[src/rtl/srp_buff_reader_pkg.sv]
// Shared constants, FSM encoding and beat payload for the SRP sample-buffer reader.
package srp_buff_reader_pkg;

    localparam int unsigned SRP_DEPTH  = 2240;
    localparam int unsigned SRP_ADDR_W = 12;
    localparam int unsigned SRP_DATA_W = 8;

    typedef enum logic [1:0] {
        S_IDLE  = 2'd0,
        S_READ  = 2'd1,
        S_DRAIN = 2'd2
    } srp_state_e;

    // One captured byte plus its end-of-request tag
    typedef struct packed {
        logic                  last;
        logic [SRP_DATA_W-1:0] data;
    } srp_beat_t;

    localparam int unsigned SRP_BEAT_W = $bits(srp_beat_t);

    // Ring-buffer address increment, wrapping DEPTH-1 -> 0
    function automatic logic [SRP_ADDR_W-1:0] srp_next_addr(input logic [SRP_ADDR_W-1:0] a);
        return (a == SRP_ADDR_W'(SRP_DEPTH - 1)) ? '0 : a + SRP_ADDR_W'(1);
    endfunction

endpackage

[src/rtl/srp_skid_fifo.sv]
// Two-entry FIFO; slot0 is always the head so the output is a plain register.
module srp_skid_fifo #(
    parameter int unsigned W = 9
) (
    input  logic         clk,
    input  logic         rst_n,
    input  logic         push,
    input  logic [W-1:0] din,
    input  logic         pop,
    output logic [W-1:0] dout,
    output logic [1:0]   count
);

    logic [W-1:0] slot0_q;
    logic [W-1:0] slot1_q;
    logic [1:0]   count_q;
    logic         pop_ok;
    logic         push_ok;

    assign pop_ok  = pop && (count_q != 2'd0);
    assign push_ok = push && ((count_q != 2'd2) || pop_ok);
    assign dout    = slot0_q;
    assign count   = count_q;

    // Storage update; simultaneous push and pop keeps the count unchanged
    always_ff @(posedge clk or negedge rst_n) begin
        if (!rst_n) begin
            slot0_q <= '0;
            slot1_q <= '0;
            count_q <= 2'd0;
        end else begin
            case ({push_ok, pop_ok})
                2'b10: begin
                    if (count_q == 2'd0) slot0_q <= din;
                    else                 slot1_q <= din;
                    count_q <= count_q + 2'd1;
                end
                2'b01: begin
                    slot0_q <= slot1_q;
                    count_q <= count_q - 2'd1;
                end
                2'b11: begin
                    if (count_q == 2'd1) begin
                        slot0_q <= din;
                    end else begin
                        slot0_q <= slot1_q;
                        slot1_q <= din;
                    end
                end
                default: ;
            endcase
        end
    end

endmodule

[src/rtl/srp_buff_reader.sv]
// Read-side sequencer: walks the circular sample BRAM and streams bytes out with backpressure.
module srp_buff_reader
    import srp_buff_reader_pkg::*;
(
    input  logic                  clk,
    input  logic                  rst_n,
    input  logic                  start,
    input  logic [SRP_ADDR_W-1:0] start_addr,
    input  logic [SRP_ADDR_W-1:0] length,
    output logic                  busy,
    output logic                  done,
    output logic                  err,
    output logic                  bram_en,
    output logic                  bram_we,
    output logic [SRP_ADDR_W-1:0] bram_addr,
    input  logic [SRP_DATA_W-1:0] bram_dout,
    output logic [SRP_DATA_W-1:0] m_tdata,
    output logic                  m_tvalid,
    input  logic                  m_tready,
    output logic                  m_tlast
);

    localparam logic [SRP_ADDR_W-1:0] DEPTH_A = SRP_ADDR_W'(SRP_DEPTH);

    srp_state_e            state_q, state_d;
    logic [SRP_ADDR_W-1:0] rd_addr_q, rd_addr_d;
    logic [SRP_ADDR_W-1:0] remaining_q, remaining_d;
    logic                  done_imm_q, done_imm_d;
    logic                  err_q, err_d;
    logic                  rd_vld_q;
    logic                  rd_last_q;

    srp_beat_t             cap;
    srp_beat_t             head;
    logic [1:0]            fifo_count;
    logic                  pop;
    logic [2:0]            occ;
    logic                  issue;

    // Byte returned by the BRAM one cycle after its read, tagged if it was the final read
    assign cap = '{last: rd_last_q, data: bram_dout};

    srp_skid_fifo #(
        .W (SRP_BEAT_W)
    ) u_fifo (
        .clk   (clk),
        .rst_n (rst_n),
        .push  (rd_vld_q),
        .din   (cap),
        .pop   (pop),
        .dout  (head),
        .count (fifo_count)
    );

    assign m_tvalid = (fifo_count != 2'd0);
    assign pop      = m_tvalid && m_tready;

    // Slot accounting counts the beat leaving this cycle so a steady ready stream runs at one byte per cycle
    assign occ   = 3'(rd_vld_q) + 3'(fifo_count) - 3'(pop);
    assign issue = (state_q == S_READ) && (remaining_q != '0) && (occ < 3'd2);

    assign busy      = (state_q != S_IDLE);
    assign done      = done_imm_q || (pop && head.last);
    assign err       = err_q;
    assign bram_en   = issue;
    assign bram_we   = 1'b0;
    assign bram_addr = rd_addr_q;
    assign m_tdata   = head.data;
    assign m_tlast   = m_tvalid && head.last;

    // Next-state, address and remaining-count logic
    always_comb begin
        state_d     = state_q;
        rd_addr_d   = rd_addr_q;
        remaining_d = remaining_q;
        done_imm_d  = 1'b0;
        err_d       = 1'b0;
        case (state_q)
            S_IDLE: begin
                if (start) begin
                    if (start_addr >= DEPTH_A) begin
                        done_imm_d = 1'b1;
                        err_d      = 1'b1;
                    end else if (length == '0) begin
                        done_imm_d = 1'b1;
                    end else begin
                        state_d     = S_READ;
                        rd_addr_d   = start_addr;
                        remaining_d = (length > DEPTH_A) ? DEPTH_A : length;
                    end
                end
            end
            S_READ: begin
                if (issue) begin
                    rd_addr_d   = srp_next_addr(rd_addr_q);
                    remaining_d = remaining_q - SRP_ADDR_W'(1);
                    if (remaining_q == SRP_ADDR_W'(1)) state_d = S_DRAIN;
                end
            end
            S_DRAIN: begin
                if (pop && head.last) state_d = S_IDLE;
            end
            default: state_d = S_IDLE;
        endcase
    end

    // State, counters and read-pipeline tracking
    always_ff @(posedge clk or negedge rst_n) begin
        if (!rst_n) begin
            state_q     <= S_IDLE;
            rd_addr_q   <= '0;
            remaining_q <= '0;
            done_imm_q  <= 1'b0;
            err_q       <= 1'b0;
            rd_vld_q    <= 1'b0;
            rd_last_q   <= 1'b0;
        end else begin
            state_q     <= state_d;
            rd_addr_q   <= rd_addr_d;
            remaining_q <= remaining_d;
            done_imm_q  <= done_imm_d;
            err_q       <= err_d;
            rd_vld_q    <= issue;
            rd_last_q   <= issue && (remaining_q == SRP_ADDR_W'(1));
        end
    end

endmodule

[config.mk]
export PLATFORM = sky130hd
export DESIGN_NAME = srp_buff_reader
export DESIGN_NICKNAME = d
export VERILOG_FILES = /design/src/rtl/srp_buff_reader_pkg.sv /design/src/rtl/srp_skid_fifo.sv /design/src/rtl/srp_buff_reader.sv
export SDC_FILE = /design/constraint.sdc
export NUM_CORES = 1
export LEC_CHECK = 0
export ABC_AREA = 0
export BUFFER_PORTS_ARGS = -buffer_cell sky130_fd_sc_hd__buf_4
export CAP_MARGIN = 15
export CORE_AREA = 2 2 77 79
export DETAILED_ROUTE_END_ITERATION = 10
export DIE_AREA = 0 0 79 81
export PLACE_DENSITY = 0.83
export SYNTH_ARGS = -nofsm -noshare
export SYNTH_HDL_FRONTEND = slang
export SYNTH_SLANG_ARGS = --single-unit
[constraint.sdc]
create_clock -name clk -period 4.1 [get_ports clk]
set_input_delay 0.41 -clock clk [delete_from_list [all_inputs] [get_ports clk]]
set_output_delay 0.41 -clock clk [all_outputs]
set_load 0.01 [all_outputs]
# ---- Yosys cells after proc, flatten, opt, wreduce, memory -nomap -nowiden
# Cells that the tools add are included.
dict set report classes {
  order_cmp 3
  reduce_logical 24
  n_eq_ne 18
  mux 33
  add_sub_neg 6
}
# op count
set op_table {}
lappend op_table {{12-bit 2-to-1 mux} 10}
lappend op_table {{12-bit one-hot mux with 2 select lines} 2}
lappend op_table {{9-bit 2-to-1 mux} 4}
lappend op_table {{9-bit one-hot mux with 3 select lines} 1}
lappend op_table {{9-bit one-hot mux with 2 select lines} 1}
lappend op_table {{2-bit inequality test (second input constant)} 8}
lappend op_table {{12-bit by 1-bit adder with 12-bit output (second input constant)} 1}
lappend op_table {{12-bit by 1-bit equality test with 1-bit output (second input constant)} 1}
lappend op_table {{12-bit equality test (second input constant)} 1}
lappend op_table {{12-bit >= comparator (second input constant)} 1}
lappend op_table {{12-bit > comparator (second input constant)} 1}
lappend op_table {{12-bit logical NOT} 1}
lappend op_table {{2-bit 2-to-1 mux} 6}
lappend op_table {{12-bit nonzero test} 1}
lappend op_table {{12-bit by 1-bit subtractor with 12-bit output (second input constant)} 1}
lappend op_table {{2-bit nonzero test} 5}
lappend op_table {{1-bit logical AND} 8}
lappend op_table {{1-bit 2-to-1 mux} 7}
lappend op_table {{2-bit by 1-bit equality test with 1-bit output (second input constant)} 3}
lappend op_table {{2-bit equality test (second input constant)} 3}
lappend op_table {{2-bit one-hot mux with 3 select lines} 1}
lappend op_table {{6-bit AND reduction} 1}
lappend op_table {{5-bit AND reduction} 1}
lappend op_table {{2-bit logical NOT} 2}
lappend op_table {{11 further kinds} 13}
dict set report word_totals {
  ff_bits 50
  in_bits 36
  wordCells 94
  output_inout_bits 27
}

# ---- Depth between registers and ports, before layout
dict set report depth {
  word_depth 8
  mapped_depth 14
  depth_no_buf 12
}

# ---- By module
# From an unflattened synthesis, not the netlist that was laid out.
dict set report unflattened {
  cells_unflattened 338
  area_unflattened_um2 3251.9
}
# mod cells_each seq_area_each_um2 area_per_inst_um2 n_inst
set by_module_without_submodules {}
lappend by_module_without_submodules {srp_buff_reader 246 750.7 2240.9 1}
lappend by_module_without_submodules {srp_skid_fifo 92 500.5 1011.0 1}

# ---- Least setup slack after synthesis
# OpenSTA, ideal clock, no wires.
dict set report synth_path {
  kind {flip-flop to output port}
  startpoint {register u_fifo.count_q[1], in the netlist u_fifo.count[1]}
  endpoint {output bram_en}
  slack_ns 1.129
  stages_incl_launch_ff 13
  t_required_ns 3.690
  arrival_time_ns 2.561
  n_path_buf 2
  cell_sequence {dfrtp_1 inv_1 ha_1 nor2b_1 clkbuf_1 ha_1 nand2b_1 fa_1 xnor2_1 nand3_1 a21o_2 inv_2 buf_6}
}
dict set report synth_via {
  elab_chain_len 5
  elab_cells_between_ends 6
  classes_between {2 x add/sub; 1 x order compare; 3 x reduce/logical}
}
# element line_no
set synth_lines {}
lappend synth_lines {{start, declared} srp_skid_fifo.sv:16} ;# logic [1:0] count_q;
lappend synth_lines {{start signal, assigned} srp_skid_fifo.sv:36} ;# count_q <= count_q + 2'd1;
lappend synth_lines {{start signal, assigned} srp_skid_fifo.sv:40} ;# count_q <= count_q - 2'd1;
lappend synth_lines {{parallel branches: the longest is 2 deep, another holds 1-bit by 2-bit adder with 3-bit output} -}
lappend synth_lines {{3-bit by 1-bit subtractor with 3-bit output (*)} srp_buff_reader.sv:59} ;# assign occ = 3'(rd_vld_q) + 3'(fifo_count) - 3'(pop);
lappend synth_lines {{3-bit by 2-bit less-than comparator with 1-bit output (*)} srp_buff_reader.sv:60} ;# assign issue = (state_q == S_READ) && (remaining_q != '0) && (occ < 3'd2);
lappend synth_lines {{1-bit logical AND (*)} srp_buff_reader.sv:60}
lappend synth_lines {{end, declared} srp_buff_reader.sv:13} ;# output logic bram_en,
# Every way passes the cells marked *.

# ---- Final worst setup path
# Ends and elaborated chain as after synthesis.

==> flow_metrics.env <==
export IMPL_status="complete, no violations"
export IMPL_critPathLaunchType="register"
export IMPL_gr_total_overflow=0
export IMPL_final_cells=449
export IMPL_synth_area_per_cell_um2=9.24
export IMPL_core_um2=5680
export IMPL_drive_gt1_share_pct=25.1
export IMPL_use_met1_pct=32.3
export IMPL_r2r_worst_path_cells=14
export IMPL_grt_pass1_wl_mm=12.4
export IMPL_p_per_area_nw_per_um2=754
export IMPL_hp_class="in -> async"
export IMPL_ys_warn_count=0
export IMPL_ys_flop_type="dfrtp_1"
export IMPL_tightest_slew_ns=0.978
export IMPL_crit_fanout=18
export IMPL_post_cts_resized=0
export IMPL_finalSetupTns_ns=0
export IMPL_fmax_mhz=274
export IMPL_antenna_found_initial=0
export IMPL_dieArea_um2=6400
export IMPL_num_antenna_cells=0
export IMPL_cts_buffer_depth=2
export IMPL_grt_busiest_layer="met2"
export IMPL_clock_skew_ns=0.00716
export IMPL_initialDrtViolationCount=223
export IMPL_ys_types=58
export IMPL_globalRouteMet2Util_pct=40.9
export IMPL_area_growth_pct=19.8
export IMPL_place_inst=441
export IMPL_worstReg2RegEnd="remaining_q[8]"
export IMPL_r2r_slack_ns=0.71
export IMPL_cts_made_buffers=5
export IMPL_syn_area_um2=2970
export IMPL_setup_viol=0
export IMPL_slew_headroom_pct=34.7
export IMPL_insertion_delay_ns=0.32
export IMPL_finalCritPeriodShare_pct=89.0
export IMPL_ys_seq_area_share_pct=42.2
export IMPL_cts_tree="done"
export IMPL_cts_htree_levels=2
export IMPL_layout_nets=418
export IMPL_row_count=28
export IMPL_post_drt_via_cell_ratio=6.06
export IMPL_cts_setup_buffers=0
export IMPL_firstDrtPassIters=5
export IMPL_synth_edf_count=0
export IMPL_grtUsageTotal_pct=24.4
export IMPL_required_ns=3.69
export IMPL_syn_inst=321
export IMPL_slew_viol_final=0
export IMPL_end_kind="primary output"
export IMPL_ys_ff_latch=50
export IMPL_path_clk_slew_ns=0.10
export IMPL_hold_ws_ns=0.113
export IMPL_n_fill_cell=493
export IMPL_critPathKind="reg -> out"
export IMPL_p_leak_nw=1.61
export IMPL_wl_per_cell_um=17.1
export IMPL_dieWidth_um=79
export IMPL_fin_crit_ns=3.65
export IMPL_drc=0
export IMPL_cp_arrival_ns=3.24
export IMPL_met3_usage_pct=4.89
export IMPL_grt_pass1_vias=2560
export IMPL_synthesis_nets=366
export IMPL_postCtsHoldBufs=0
export IMPL_cts_sinks=50
export IMPL_peakVddDrop_v=0.000458
export IMPL_wl_mm=7.68
export IMPL_grt_max_degree=51
export IMPL_r2r_start="u_fifo.count[1]"
export IMPL_ys_async_sr_fraction_pct=100
export IMPL_vias=2722
export IMPL_cts_root_buffer="clkbuf_8"
export IMPL_gp_congestion=0.920
export IMPL_io_buffers=61
export IMPL_finalHoldViolations=0
export IMPL_ant_nets=0
export IMPL_cap_violations=0
export IMPL_rsz0062_at_grt="false"
export IMPL_die_h_um=81
export IMPL_dp_hpwl_mm=5.39
export IMPL_initial_utilization_pct=52.3
export IMPL_crit_start="u_fifo.count[1]"
export IMPL_ios=63
[cells in the final DEF (no fill, tap or decap), drive strengths merged, types with 10 or more instances in the layout]
cell    n
a21oi  14
inv    15
nand3  13
nor2   19
nand2  46
nor3   16
o21ai  11
a22oi  12
mux2   10
dfrtp  50
buf    66
[worst max-delay path by stage]
stage	cells past startpoint	slack, ns	endpoint
floorplan	12	1.13	bram_en
global placement	14	0.86	remaining_q[8]
detailed placement	14	0.75	remaining_q[8]
CTS	12	0.45	bram_en
global route	12	0.26	bram_en
finish	12	0.45	bram_en
[per-layer routing]
metal | share of wire (%) | routed length [um]
met5 | 0 | 0
met4 | 1.4 | 111
met3 | 6.9 | 531
met2 | 49 | 3760
met1 | 43 | 3280
[registers in the layout (all words and copies together) (netlist names)]
| signal | count |
|---|---|
| err | 1 |
| state_q | 2 |
| done_imm_q | 1 |
| u_fifo.slot1_q | 9 |
| u_fifo.count | 2 |
| bram_addr | 12 |
| rd_vld_q | 1 |
| u_fifo.dout | 9 |
| remaining_q | 12 |
| rd_last_q | 1 |
[per-stage QoR]
stage	cell area (um^2)	setup slack [ns]	utilization [%]	power [mW]
4_1_cts	3550	0.449	62.6	2.67
3_3_place_gp	3420	0.857	60.2	2.19
5_1_grt	3550	0.264	62.6	2.86
2_1_floorplan	2970	1.13	-	1.90
3_5_place_dp	3420	0.746	60.2	2.24
6_report	3550	0.450	62.6	2.68
[cell type report]
cell class / count / area (um^2) / area share [%]
clock inverters: 3 / 68.8 / 1.94
clock buffers: 5 / 68.8 / 1.94
flip-flops and latches: 50 / 1250 / 35.2
well taps: 75 / 93.8 / 2.64
repair buffers: 66 / 495 / 13.9
multi-input cells: 235 / 1520 / 42.7
inverters: 15 / 56.3 / 1.58
[power breakdown]
group          internal (mW)  switching [mW]
combinational          0.580           0.785
clock                  0.245           0.185
sequential             0.690           0.193
total                   1.52            1.16
[cell usage after synthesis, types with 2 or more instances]
library cell | count | share of area [%]
nor4_1 | 6 | 1.3
or3_1 | 3 | 0.63
a31oi_1 | 3 | 0.63
inv_1 | 14 | 1.8
o22ai_1 | 9 | 1.9
nor3_1 | 16 | 2.7
nand4_1 | 4 | 0.84
buf_4 | 10 | 2.5
nand2b_1 | 3 | 0.63
a31o_2 | 2 | 0.59
o221ai_1 | 2 | 0.59
nand2_1 | 45 | 5.7
clkbuf_1 | 7 | 0.89
a21oi_1 | 14 | 2.4
ha_1 | 8 | 3.4
o21ai_0 | 11 | 1.9
and3_1 | 3 | 0.63
mux2_2 | 9 | 3.4
dfrtp_1 | 50 | 42
a32oi_1 | 2 | 0.59
a22o_1 | 5 | 1.5
a32o_1 | 2 | 0.67
buf_6 | 3 | 1.1
o31ai_1 | 2 | 0.51
nand3_1 | 13 | 2.2
and2_1 | 3 | 0.63
o2bb2ai_1 | 5 | 1.5
a22oi_1 | 12 | 3.0
nand4b_1 | 2 | 0.59
nor2b_1 | 4 | 0.84
xnor2_1 | 2 | 0.59
nor2_1 | 19 | 2.4
nor4b_1 | 3 | 0.89
[cell families after synthesis]
family	count (synthesis)	synth area share, %
AOI/OAI and AO/OA	82	19.9
xor gates and xnor gates	2	0.591
adders and majority gates	9	4.05
buffers and inverters	36	6.62
DFF	50	42.2
muxes	11	4.13
other	1	0.126
and+or+nand+nor	130	22.4
[critical path, stage by stage (launching register included)]
cell      delay, ns
dfrtp_1        0.45
inv_1          0.10
ha_1           0.23
nor2b_1        0.13
buf_4          0.17
ha_1           0.23
nand2b_1       0.15
fa_1           0.38
xnor2_1        0.20
nand3_1        0.10
a21o_2         0.30
inv_2          0.29
buf_4          0.19
Note: power is estimated with default switching activity, not from simulation.
